**src/rtl/alu_sequencer.sv**
```systemverilog
// Sequences the 8-bit ALU through B-load, execute and flag-capture cycles for a
// single request; opcode 6 runs an 8x8 shift-and-add multiply on the ALU adder.
module alu_sequencer #(
  parameter int unsigned MUL_ENABLE = 1
) (
  input  logic       i_clk,
  input  logic       i_reset,
  input  logic       i_valid,
  output logic       o_ready,
  input  logic [2:0] i_op,
  input  logic [7:0] i_a,
  input  logic [7:0] i_b,
  output logic       o_done,
  output logic [7:0] o_result,
  output logic       o_negative,
  output logic       o_zero,
  output logic       o_error,
  output logic [7:0] o_alu_a,
  output logic [7:0] o_alu_b,
  output logic       o_alu_bWr,
  output logic       o_alu_oe,
  output logic       o_alu_subShiftDir,
  output logic [1:0] o_alu_aluOp,
  input  logic [7:0] i_alu_y,
  input  logic       i_alu_negative,
  input  logic       i_alu_zero
);

  localparam logic [2:0] S_IDLE  = 3'd0;
  localparam logic [2:0] S_LOADB = 3'd1;
  localparam logic [2:0] S_EXEC  = 3'd2;
  localparam logic [2:0] S_ITER  = 3'd3;
  localparam logic [2:0] S_FLAGS = 3'd4;

  localparam logic [2:0] OP_ADD = 3'd0;
  localparam logic [2:0] OP_SUB = 3'd1;
  localparam logic [2:0] OP_AND = 3'd2;
  localparam logic [2:0] OP_XOR = 3'd3;
  localparam logic [2:0] OP_SHL = 3'd4;
  localparam logic [2:0] OP_SHR = 3'd5;
  localparam logic [2:0] OP_MUL = 3'd6;

  logic [2:0] state_q, state_d;
  logic [2:0] op_q, op_d;
  logic [7:0] a_q, a_d;
  logic [7:0] b_q, b_d;
  logic [7:0] acc_q, acc_d;
  logic [2:0] cnt_q, cnt_d;
  logic [7:0] result_q, result_d;
  logic       neg_q, neg_d;
  logic       zero_q, zero_d;
  logic       done_q, done_d;
  logic       err_q, err_d;

  logic       req_legal;
  logic       is_mul;
  logic [7:0] acc_shl;

  assign req_legal = (i_op != 3'd7) && !((i_op == OP_MUL) && (MUL_ENABLE == 0));
  assign is_mul    = (op_q == OP_MUL);
  assign acc_shl   = {acc_q[6:0], 1'b0};

  always_comb begin
    state_d  = state_q;
    op_d     = op_q;
    a_d      = a_q;
    b_d      = b_q;
    acc_d    = acc_q;
    cnt_d    = cnt_q;
    result_d = result_q;
    neg_d    = neg_q;
    zero_d   = zero_q;
    done_d   = 1'b0;
    err_d    = 1'b0;
    case (state_q)
      S_IDLE: begin
        if (i_valid) begin
          if (req_legal) begin
            op_d    = i_op;
            a_d     = i_a;
            b_d     = i_b;
            state_d = S_LOADB;
          end else begin
            // Illegal opcode completes immediately without touching the ALU.
            done_d   = 1'b1;
            err_d    = 1'b1;
            result_d = 8'h00;
            neg_d    = 1'b0;
            zero_d   = 1'b0;
          end
        end
      end
      S_LOADB: begin
        if (is_mul) begin
          cnt_d   = 3'd7;
          acc_d   = 8'h00;
          state_d = S_ITER;
        end else begin
          state_d = S_EXEC;
        end
      end
      S_EXEC: begin
        acc_d   = i_alu_y;
        state_d = S_FLAGS;
      end
      S_ITER: begin
        acc_d = b_q[cnt_q] ? i_alu_y : acc_shl;
        if (cnt_q == 3'd0) state_d = S_FLAGS;
        else               cnt_d   = cnt_q - 3'd1;
      end
      S_FLAGS: begin
        result_d = acc_q;
        // The ALU flag register only saw the last partial sum for MUL, so derive flags here.
        if (is_mul) begin
          neg_d  = acc_q[7];
          zero_d = (acc_q == 8'h00);
        end else begin
          neg_d  = i_alu_negative;
          zero_d = i_alu_zero;
        end
        done_d  = 1'b1;
        state_d = S_IDLE;
      end
      default: state_d = S_IDLE;
    endcase
  end

  always_comb begin
    o_alu_a           = 8'h00;
    o_alu_b           = 8'h00;
    o_alu_bWr         = 1'b0;
    o_alu_oe          = 1'b0;
    o_alu_subShiftDir = 1'b0;
    o_alu_aluOp       = 2'b00;
    case (state_q)
      S_LOADB: begin
        o_alu_bWr = 1'b1;
        o_alu_b   = is_mul ? a_q : b_q;
      end
      S_EXEC: begin
        o_alu_oe = 1'b1;
        o_alu_a  = a_q;
        case (op_q)
          OP_ADD: begin o_alu_aluOp = 2'b00; o_alu_subShiftDir = 1'b0; end
          OP_SUB: begin o_alu_aluOp = 2'b00; o_alu_subShiftDir = 1'b1; end
          OP_AND: begin o_alu_aluOp = 2'b01; o_alu_subShiftDir = 1'b0; end
          OP_XOR: begin o_alu_aluOp = 2'b10; o_alu_subShiftDir = 1'b0; end
          OP_SHL: begin o_alu_aluOp = 2'b11; o_alu_subShiftDir = 1'b1; end
          OP_SHR: begin o_alu_aluOp = 2'b11; o_alu_subShiftDir = 1'b0; end
          default: begin o_alu_aluOp = 2'b00; o_alu_subShiftDir = 1'b0; end
        endcase
      end
      S_ITER: begin
        if (b_q[cnt_q]) begin
          o_alu_oe = 1'b1;
          o_alu_a  = acc_shl;
        end
      end
      default: ;
    endcase
  end

  always_ff @(posedge i_clk or posedge i_reset) begin
    if (i_reset) begin
      state_q  <= S_IDLE;
      op_q     <= 3'd0;
      a_q      <= 8'h00;
      b_q      <= 8'h00;
      acc_q    <= 8'h00;
      cnt_q    <= 3'd0;
      result_q <= 8'h00;
      neg_q    <= 1'b0;
      zero_q   <= 1'b0;
      done_q   <= 1'b0;
      err_q    <= 1'b0;
    end else begin
      state_q  <= state_d;
      op_q     <= op_d;
      a_q      <= a_d;
      b_q      <= b_d;
      acc_q    <= acc_d;
      cnt_q    <= cnt_d;
      result_q <= result_d;
      neg_q    <= neg_d;
      zero_q   <= zero_d;
      done_q   <= done_d;
      err_q    <= err_d;
    end
  end

  assign o_ready    = (state_q == S_IDLE);
  assign o_done     = done_q;
  assign o_error    = err_q;
  assign o_result   = result_q;
  assign o_negative = neg_q;
  assign o_zero     = zero_q;

endmodule

```
**config.mk**
```make
export PLATFORM = sky130hd
export DESIGN_NAME = alu_sequencer
export DESIGN_NICKNAME = d
export VERILOG_FILES = /design/src/rtl/alu_sequencer.sv
export SDC_FILE = /design/constraint.sdc
export NUM_CORES = 1
export LEC_CHECK = 0
export ABC_AREA = 0
export CAP_MARGIN = 25
export CELL_PAD_IN_SITES_DETAIL_PLACEMENT = 1
export CELL_PAD_IN_SITES_GLOBAL_PLACEMENT = 1
export CORE_ASPECT_RATIO = 0.75
export CORE_UTILIZATION = 39
export CTS_CLUSTER_SIZE = 16
export DETAILED_ROUTE_END_ITERATION = 12
export PLACE_DENSITY_LB_ADDON = 0.1
export SYNTH_ARGS = -nofsm -noshare
export SYNTH_HDL_FRONTEND = slang
export SYNTH_SLANG_ARGS = --single-unit
```
**constraint.sdc**
```tcl
create_clock -name i_clk -period 4.1 [get_ports i_clk]
set_input_delay 0.41 -clock i_clk [delete_from_list [all_inputs] [get_ports i_clk]]
set_output_delay 0.41 -clock i_clk [all_outputs]
set_load 0.05 [all_outputs]
```
# Yosys cells after proc, flatten, opt, wreduce, memory -nomap -nowiden
# Cells that the tools add are included.
[totals]
output_inout_bits = 34
word_cells = 80
regBits = 45
[classes]
eq_ne = 17
add_sub_neg = 1
n_reduce_logical = 13
magnitude_cmp = 1
muxes = 37
[op_table]
columns = ["cell", "count"]
rows = [
  ["two-way mux 8 bit", 7],
  ["case mux 8 bit (2 select lines)", 2],
  ["case mux 8 bit (3 select lines)", 1],
  ["two-way mux 3 bit", 5],
  ["two-way mux 1 bit", 13],
  ["equality test 3 x 2 -> 1 bit, second input constant", 4],
  ["equality test 3 bit, second input constant", 4],
  ["case mux 3 bit (4 select lines)", 1],
  ["AND reduction 3 bit", 4],
  ["inequality test 2 bit, second input constant", 5],
  ["logical NOT 8 bit", 1],
  ["case mux 1 bit (2 select lines)", 4],
  ["equality test 3 x 1 -> 1 bit, second input constant", 2],
  ["logical NOT 3 bit", 2],
  ["case mux 2 bit (3 select lines)", 1],
  ["case mux 3 bit (2 select lines)", 1],
  ["less-than comparator 3 x 4 -> 1 bit, second input constant", 1],
  ["nonzero test 2 bit", 2],
  ["OR reduction 2 bit", 2],
  ["binary-select mux 1 bit (select 3 bit)", 1],
  ["inequality test 3 bit, second input constant", 1],
  ["nonzero test 3 bit", 1],
  ["subtractor 3 x 1 -> 3 bit, second input constant", 1],
  ["two-way mux 2 bit", 1],
  ["other kinds (2)", 2],
]

# Logic depth before layout (Yosys ltp)
# Gate-level depths: netlist of the first run.
[depth]
depth_word = 4
mapped_depth = 7
ltp_nobuf = 6

# Least setup slack after synthesis of the first run
# Ideal clock, no wire load.
[synth_path]
path_type = "reg2reg"
startpoint = "reg state_q[0]"
endpoint = "reg a_q[2]"
arrival_ns = 2.470
required_ns = 3.975
stages_incl_launch_ff = 6
setup_ns = 0.125
setup_slack_ns = 1.505
path_cell_list = "dfrtp_1 -> clkbuf_1 -> nor3_1 -> nand3_1 -> clkbuf_1 -> mux2_2"
[synth_between]
elab_chain_cells = 2
[synth_rtl]
columns = ["item", "line", "source"]
rows = [
  ["start: declaration", "43", "logic [2:0] state_q, state_d;"],
  ["start signal: assignment", "177", "state_q <= state_d;"],
  ["logical NOT 3 bit", "n/a", ""],
  ["net o_ready", "9", "output logic o_ready,"],
  ["AND reduction 3 bit (no line)", "n/a", ""],
  ["end signal: assignment", "167", "a_q <= 8'h00;"],
  ["end signal: assignment", "179", "a_q <= a_d;"],
  ["end: declaration", "45", "logic [7:0] a_q, a_d;"],
]
# The timed path passes the listed nets, and every way through them passes these cells.
# A chain may end at the register's enable or synchronous reset.

# Worst setup path after layout of the first run
[layout_path]
startpoint = "reg state_q[1]"
endpoint = "out o_alu_subShiftDir"
[layout_between]
elab_chain_cells = 2
[layout_rtl]
columns = ["item", "line", "source"]
rows = [
  ["equality test 3 x 2 -> 1 bit", "135", "case (state_q)"],
  ["two-way mux 1 bit", "135", ""],
  ["end: declaration", "22", "output logic o_alu_subShiftDir,"],
]
# No other way between the ends.

==> results by group, run 1 <==
Run status
  – Result of the run: completed

GRT
  – Overall fraction of global-route tracks in use: 0.227
  – Via count of the first global-routing pass: 2122
  – GRT overflow: 0
  – Initial antenna violation count: 0
  – Maximum number of pins on one net before global-route repair: 46
  – Wire length of the first global-routing pass: 11300 um

Cells and area
  – Number of nets in the layout: 327
  – Final cell area excluding filler cells: 3220 sq um
  – P&R area growth vs syn: 33.2%
  – Post-layout utilization of the core: 0.548
  – Share of post-route cells with drive strength above 1: 0.122
  – Antenna cells: 0
  – Filler instances: 666

Pwr
  – Peak VDD IR: 0.000465 V
  – Pwr per Cell Area: 949 nW/um^2
  – Pleak: 1.32 nW

Critical path
  – Worst endpoint data arrival time: 2.95 ns
  – Delay of the slowest critical-path stage: 0.82 ns
  – Endpoint of the worst register-to-register path: b_q[4]$_DFFE_PP0P_
  – Worst-path maximum fanout: 17
  – CP delay by family, top: simple AND/OR/NAND/NOR gates
  – Crit path cell chain: nor2b_1, nand2b_1, nor3_1, clkdlybuf4s50_1
  – Cell type of the slowest stage on the worst timing path: clkdlybuf4s50_1
  – Data required time of the worst path: 3.69 ns
  – Type of element launching the critical path: register
  – FF-to-FF path depth: 4
  – CP Depth: 4
  – Crit path to: o_alu_subShiftDir
  – Start point of the critical path: state_q[1]$_DFFE_PP0P_
  – Crit path capture type: primary output
  – FF-to-FF setup slack: 1.92 ns
  – Buffers and inverters on the worst path: 1
  – Worst reg2reg path startpoint: state_q[1]$_DFFE_PP0P_
  – Start-to-end type of the worst setup path: register to primary output

STA
  – Number of hold-slack violations in the final timing report: 0
  – Max-slew headroom: 0.459
  – Setup repair after global routing missed its margin: false
  – Post-layout minimum cycle time: 3.36 ns
  – Max Fclk: 0.298 GHz
  – Endpoints failing setup: 0
  – Fin Setup TNS: 0 ns
  – Slew of the pin with the lowest slew margin: 0.808 ns
  – Final clock skew: 0.00930 ns
  – Period utilization: 0.820
  – Total count of max-transition violations in the final report: 0
  – Post-layout worst setup margin: 0.739 ns

Synthesis
  – Most numerous cell in the Yosys netlist: dfrtp_1
  – Dominant cell type by area after synthesis: dfrtp_1
  – Largest family of logic cells by synthesized area: compound AO/OA/AOI/OAI gates
  – Avg Synthesized Cell Area: 10.3 sq um
  – Area contributors post-synth: dfrtp_1 47%, mux2_2 8.8%, a21oi_1 5.6%, nand2_1 5.0%, a22o_1 3.6%
  – Synthesis warning total: 0
  – Share of Yosys cell area claimed by the top area cell type: 0.465
  – Netlist cell types: 37
  – Fraction of the mapped netlist area in compound gates: 0.210
  – Post-synthesis instance total: 234
  – Most used standard cells in the synthesized netlist: 45 x dfrtp_1, 32 x nand2_1, 27 x a21oi_1, 19 x mux2_2, 14 x nor2b_1
  – Proportion of synthesized area in mux cells: 0.107
  – Post-Syn Area: 2420 sq um
  – FF+latch count, synth: 45
  – Post-synthesis adder-cell area fraction: 0.0103
  – Net Count, Synth: 268
  – Post-synth ARST share: 1.00
  – Simple logic cell fraction of the synthesized area: 0.160
  – Fraction of synthesized cell area in xor and xnor cells: 0.00362
  – Number of enable-type register cells in the synthesized netlist: 0
  – Most common flop cell mapped by yosys: dfrtp_1
  – Fraction of the yosys area taken by sequential cells: 0.465

Routing
  – Drt via density: 5.68
  – Number of remaining DRC errors: 0
  – Number of routed nets with antenna violations: 0
  – Wire length per cell after detailed routing: 18.8 um
  – Post-detailed-routing wire length: 7000 um
  – Initial DRC count: 131
  – Total vias in the final route: 2113
  – Count of TritonRoute iterations in the first routing pass: 4

Clock tree
  – Count of H-tree levels built during CTS: 2
  – Clock transition at the registers of the reported paths: 0.09 ns
  – Buffers inserted during post-CTS setup optimization: 0
  – Clock tree from TritonCTS: done
  – Number of buffers inserted by hold repair at cts: 0
  – Clk sink count: 45
  – Total clock buffers created by CTS: 5
  – CTS-repair resized insts: 0
  – Clock network latency to the later pin of the worst-skew pair: 0.30 ns
  – Clock root cell: clkbuf_8
  – Buffer levels on the longest clock path: 2

Floorplan
  – Initial core utilization: 0.411
  – Die Outline Area: 6530 sq um
  – Chip height: 70.2 um
  – Total number of placement rows: 24
  – Die width: 93.0 um
  – Core outline area: 5890 sq um
  – I/O pin count: 66

Place
  – Port buffer count: 65
  – DP Wirelength: 4910 um
  – Routability congestion estimate from global placement: 0.823
  – Placement-stage cell area: 3100 sq um
  – Setup Slack @ Placement: 1.11 ns

Hold path
  – Number of instances on the worst hold path: 1
  – Hold/Removal Path Class: register to register

Job
  – Number of max-cap violations: 0
cells by family after synthesis:
logic type	Yosys count
simple gates	75
compound gates	67
flops	45
mux	23
buf+inv	21
fa+ha+maj	2
xor+xnor	1
flip-flops by register name (all words and copies together), names as in the netlist:
signal      count
op_q            3
a_q             8
o_negative      1
acc_q           8
cnt_q           3
o_zero          1
b_q             8
o_error         1
state_q         3
o_result        8
o_done          1
layer usage:
| metal | global-route usage | part of all wire |
|---|---|---|
| met1 | 0.338 | 0.47 |
| met2 | 0.333 | 0.45 |
| met3 | 0.0523 | 0.075 |
| met4 | 0.0513 | 0.0090 |
| met5 | 0 | 0 |
final cells by class:
| type | instances | area, sq um | share of cell area |
|---|---|---|---|
| Clock buffer | 7 | 86.3 | 0.0268 |
| Multi-Input combinational cell | 168 | 1190 | 0.369 |
| Tap cell | 78 | 97.6 | 0.0303 |
| Sequential cell | 45 | 1130 | 0.349 |
| Timing Repair Buffer | 68 | 677 | 0.210 |
| Clock inverter | 1 | 30.0 | 0.00931 |
| Inverter | 5 | 18.8 | 0.00582 |
where the power goes:
| group | internal (mW) | switching [mW] |
|---|---|---|
| combinational | 0.720 | 1.07 |
| clock | 0.199 | 0.153 |
| sequential | 0.653 | 0.260 |
| total | 1.57 | 1.49 |
layout by cell type, fill, tap and decap left out, drive strengths merged, types with 2 or more instances in the layout:
master         Yosys  layout
a21oi             27      27
a22o              10      10
a22oi              2       2
a311o              7       7
a32o               7       7
and2               2       2
and3b              2       2
buf                3       3
clkbuf            13       7
clkdlybuf4s50      0      65
dfrtp             45      45
ha                 2       2
inv                5       4
mux2              20      20
mux2i              3       3
nand2             32      32
nand2b             4       4
nand3              3       3
nand3b             2       2
nor2               6       6
nor2b             14      14
nor3               4       4
nor4               2       2
o2bb2ai            8       8
or3b               2       2
through the flow:
step	power (mW)	hold WS, ns	instances
2_1_floorplan	2.21	0.493	234
3_3_place_gp	2.65	0.491	363
3_5_place_dp	2.70	0.498	363
4_1_cts	3.06	0.517	371
5_1_grt	3.24	0.522	372
6_report	3.06	0.514	372
how the worst min path moves through the flow:
stage,startpoint,end,slack [ns]
6_report,o_result[6]$_DFFE_PP0P_,o_result[6]$_DFFE_PP0P_,0.51
5_1_grt,o_result[7]$_DFFE_PP0P_,o_result[7]$_DFFE_PP0P_,0.52
4_1_cts,o_result[7]$_DFFE_PP0P_,o_result[7]$_DFFE_PP0P_,0.52
3_5_place_dp,o_result[7]$_DFFE_PP0P_,o_result[7]$_DFFE_PP0P_,0.50
3_3_place_gp,o_result[7]$_DFFE_PP0P_,o_result[7]$_DFFE_PP0P_,0.49
2_1_floorplan,a_q[0]$_DFFE_PP0P_,a_q[0]$_DFFE_PP0P_,0.49
No activity file was read; power rests on OpenSTA's default activity.
==> run 2: changes to the inputs <==
Settings changed: CORE_UTILIZATION 39 to 37.
Clock period 4.1 ns to 3.5 ns, I/O delays scaled along.
==> results by group, run 2 (same netlist as run 1, synthesis figures left out) <==
Clock tree
  – Clock root cell: clkbuf_8
  – Number of buffers inserted by hold repair at cts: 0
  – Count of H-tree levels built during CTS: 2
  – Buffer levels on the longest clock path: 2
  – CTS-repair resized insts: 0
  – Clock network latency to the later pin of the worst-skew pair: 0.30 ns
  – Clock transition at the registers of the reported paths: 0.08 ns
  – Clock tree from TritonCTS: done
  – Buffers inserted during post-CTS setup optimization: 0
  – Clk sink count: 45
  – Total clock buffers created by CTS: 5

Floorplan
  – Die Outline Area: 6870 sq um
  – I/O pin count: 66
  – Core outline area: 6320 sq um
  – Total number of placement rows: 25
  – Initial core utilization: 0.383
  – Die width: 95.4 um
  – Chip height: 72.0 um

Critical path
  – Worst-path maximum fanout: 16
  – Start-to-end type of the worst setup path: register to primary output
  – Crit path capture type: primary output
  – Type of element launching the critical path: register
  – Data required time of the worst path: 3.15 ns
  – Worst endpoint data arrival time: 2.71 ns

Routing
  – Total vias in the final route: 2027
  – Number of routed nets with antenna violations: 0
  – Count of TritonRoute iterations in the first routing pass: 4
  – Initial DRC count: 91
  – Drt via density: 5.39
  – Number of remaining DRC errors: 0
  – Wire length per cell after detailed routing: 17.2 um
  – Post-detailed-routing wire length: 6450 um

Run status
  – Result of the run: completed

Pwr
  – Total net switching power: 1.69 mW
  – Pleak: 1.32 nW
  – Total chip power: 3.48 mW
  – Clock group share of total power: 0.100
  – Flop pwr share: 0.304
  – Peak VDD IR: 0.000485 V
  – Internal power component: 1.79 mW
  – Comb pwr share: 0.596
  – Pwr per Cell Area: 1080 nW/um^2
  – Switching power share of the total: 0.486

Job
  – Number of max-cap violations: 0

Cells and area
  – Antenna cells: 0
  – Top library cells by usage in the layout, fill and taps aside: 65 x clkdlybuf4s50_1, 45 x dfrtp_1, 32 x nand2_1, 27 x a21oi_1, 19 x mux2_2
  – Most common cell after layout, fill and taps aside: clkdlybuf4s50_1
  – Number of nets in the layout: 328
  – Share of post-route cells with drive strength above 1: 0.129
  – Post-layout utilization of the core: 0.509
  – P&R area growth vs syn: 32.9%

STA
  – Max Fclk: 0.327 GHz
  – Number of hold-slack violations in the final timing report: 0
  – Worst hold-check slack: 0.391 ns
  – Fin Setup TNS: 0 ns
  – Period utilization: 0.874
  – Final clock skew: 0.00474 ns
  – Max-slew headroom: 0.521
  – Post-layout minimum cycle time: 3.06 ns
  – Slew of the pin with the lowest slew margin: 0.715 ns
  – Setup repair after global routing missed its margin: false
  – Total count of max-transition violations in the final report: 0
  – Endpoints failing setup: 0

GRT
  – GRT overflow: 0
  – Initial antenna violation count: 0
  – Overall fraction of global-route tracks in use: 0.207
  – Wire length of the first global-routing pass: 10700 um
  – Maximum number of pins on one net before global-route repair: 27
  – Via count of the first global-routing pass: 2107

Hold path
  – Hold/Removal Path Class: input pin to asynchronous set/reset pin

Place
  – DP Wirelength: 4900 um
  – Port buffer count: 65
  – Routability congestion estimate from global placement: 0.818
[run 2: path summary, 6_finish.rpt]
| check | from | to | slack, ns | cells past startpoint |
|---|---|---|---|---|
| setup / recovery | cnt_q[0]$_DFFE_PP0P_ | o_alu_a[7] | 0.44 | 5 |
| max in group asynchronous | i_reset | acc_q[1]$_DFFE_PP0P_ | 2.37 | 3 |
| hold / removal | i_reset | b_q[7]$_DFFE_PP0P_ | 0.39 | 2 |
| setup reg to reg | state_q[1]$_DFFE_PP0P_ | acc_q[1]$_DFFE_PP0P_ | 1.47 | 5 |
| hold reg to reg | o_result[1]$_DFFE_PP0P_ | o_result[1]$_DFFE_PP0P_ | 0.51 | 1 |
| min in group i_clk | o_result[1]$_DFFE_PP0P_ | o_result[1]$_DFFE_PP0P_ | 0.51 | 1 |
[run 2: area by class of cell]
cell class                 count  area [sq um]
clock buffer                   7          96.3
clock inverter                 1          5.00
fill                         702          3100
inverter                       5          18.8
multi-input combinational    168          1190
sequential                    45          1130
tap                           81           101
timing repair buffer          69           681
[run 2: worst max-delay path, cell delays in order, from the launching register on]
cell             delay (ns)
dfrtp_1                0.52
mux2_4                 0.22
a2bb2oi_2              0.29
and2_4                 0.33
a32o_1                 0.22
clkdlybuf4s50_1        0.82
[run 2: metrics by stage]
stage	instances	instance area, sq um	setup WS (ns)
after floorplan	234	2420	0.905
after global placement	368	3120	0.820
after detailed placement	368	3120	0.782
after CTS	376	3220	0.424
after global routing	376	3220	0.312
final	376	3220	0.442
[run 2: layer usage]
metal | wire (um) | vias up | part of all wire | track usage
met5 | 0 | - | 0 | 0
met4 | 61 | 0 | 0.0095 | 0.0498
met3 | 234 | 5 | 0.036 | 0.0419
met2 | 2850 | 41 | 0.44 | 0.305
met1 | 3300 | 1010 | 0.51 | 0.312
li1 | - | 971 | - | -
[run 2: power by group through the flow]
stage | combinational (mW) | sequential (mW) | clock, mW
finish | 2.07 | 1.06 | 0.350
global route | 2.23 | 1.11 | 0.382
CTS | 2.09 | 1.06 | 0.364
detailed placement | 2.07 | 1.07 | 0
global placement | 2.05 | 1.07 | 0
floorplan | 1.44 | 1.15 | 0
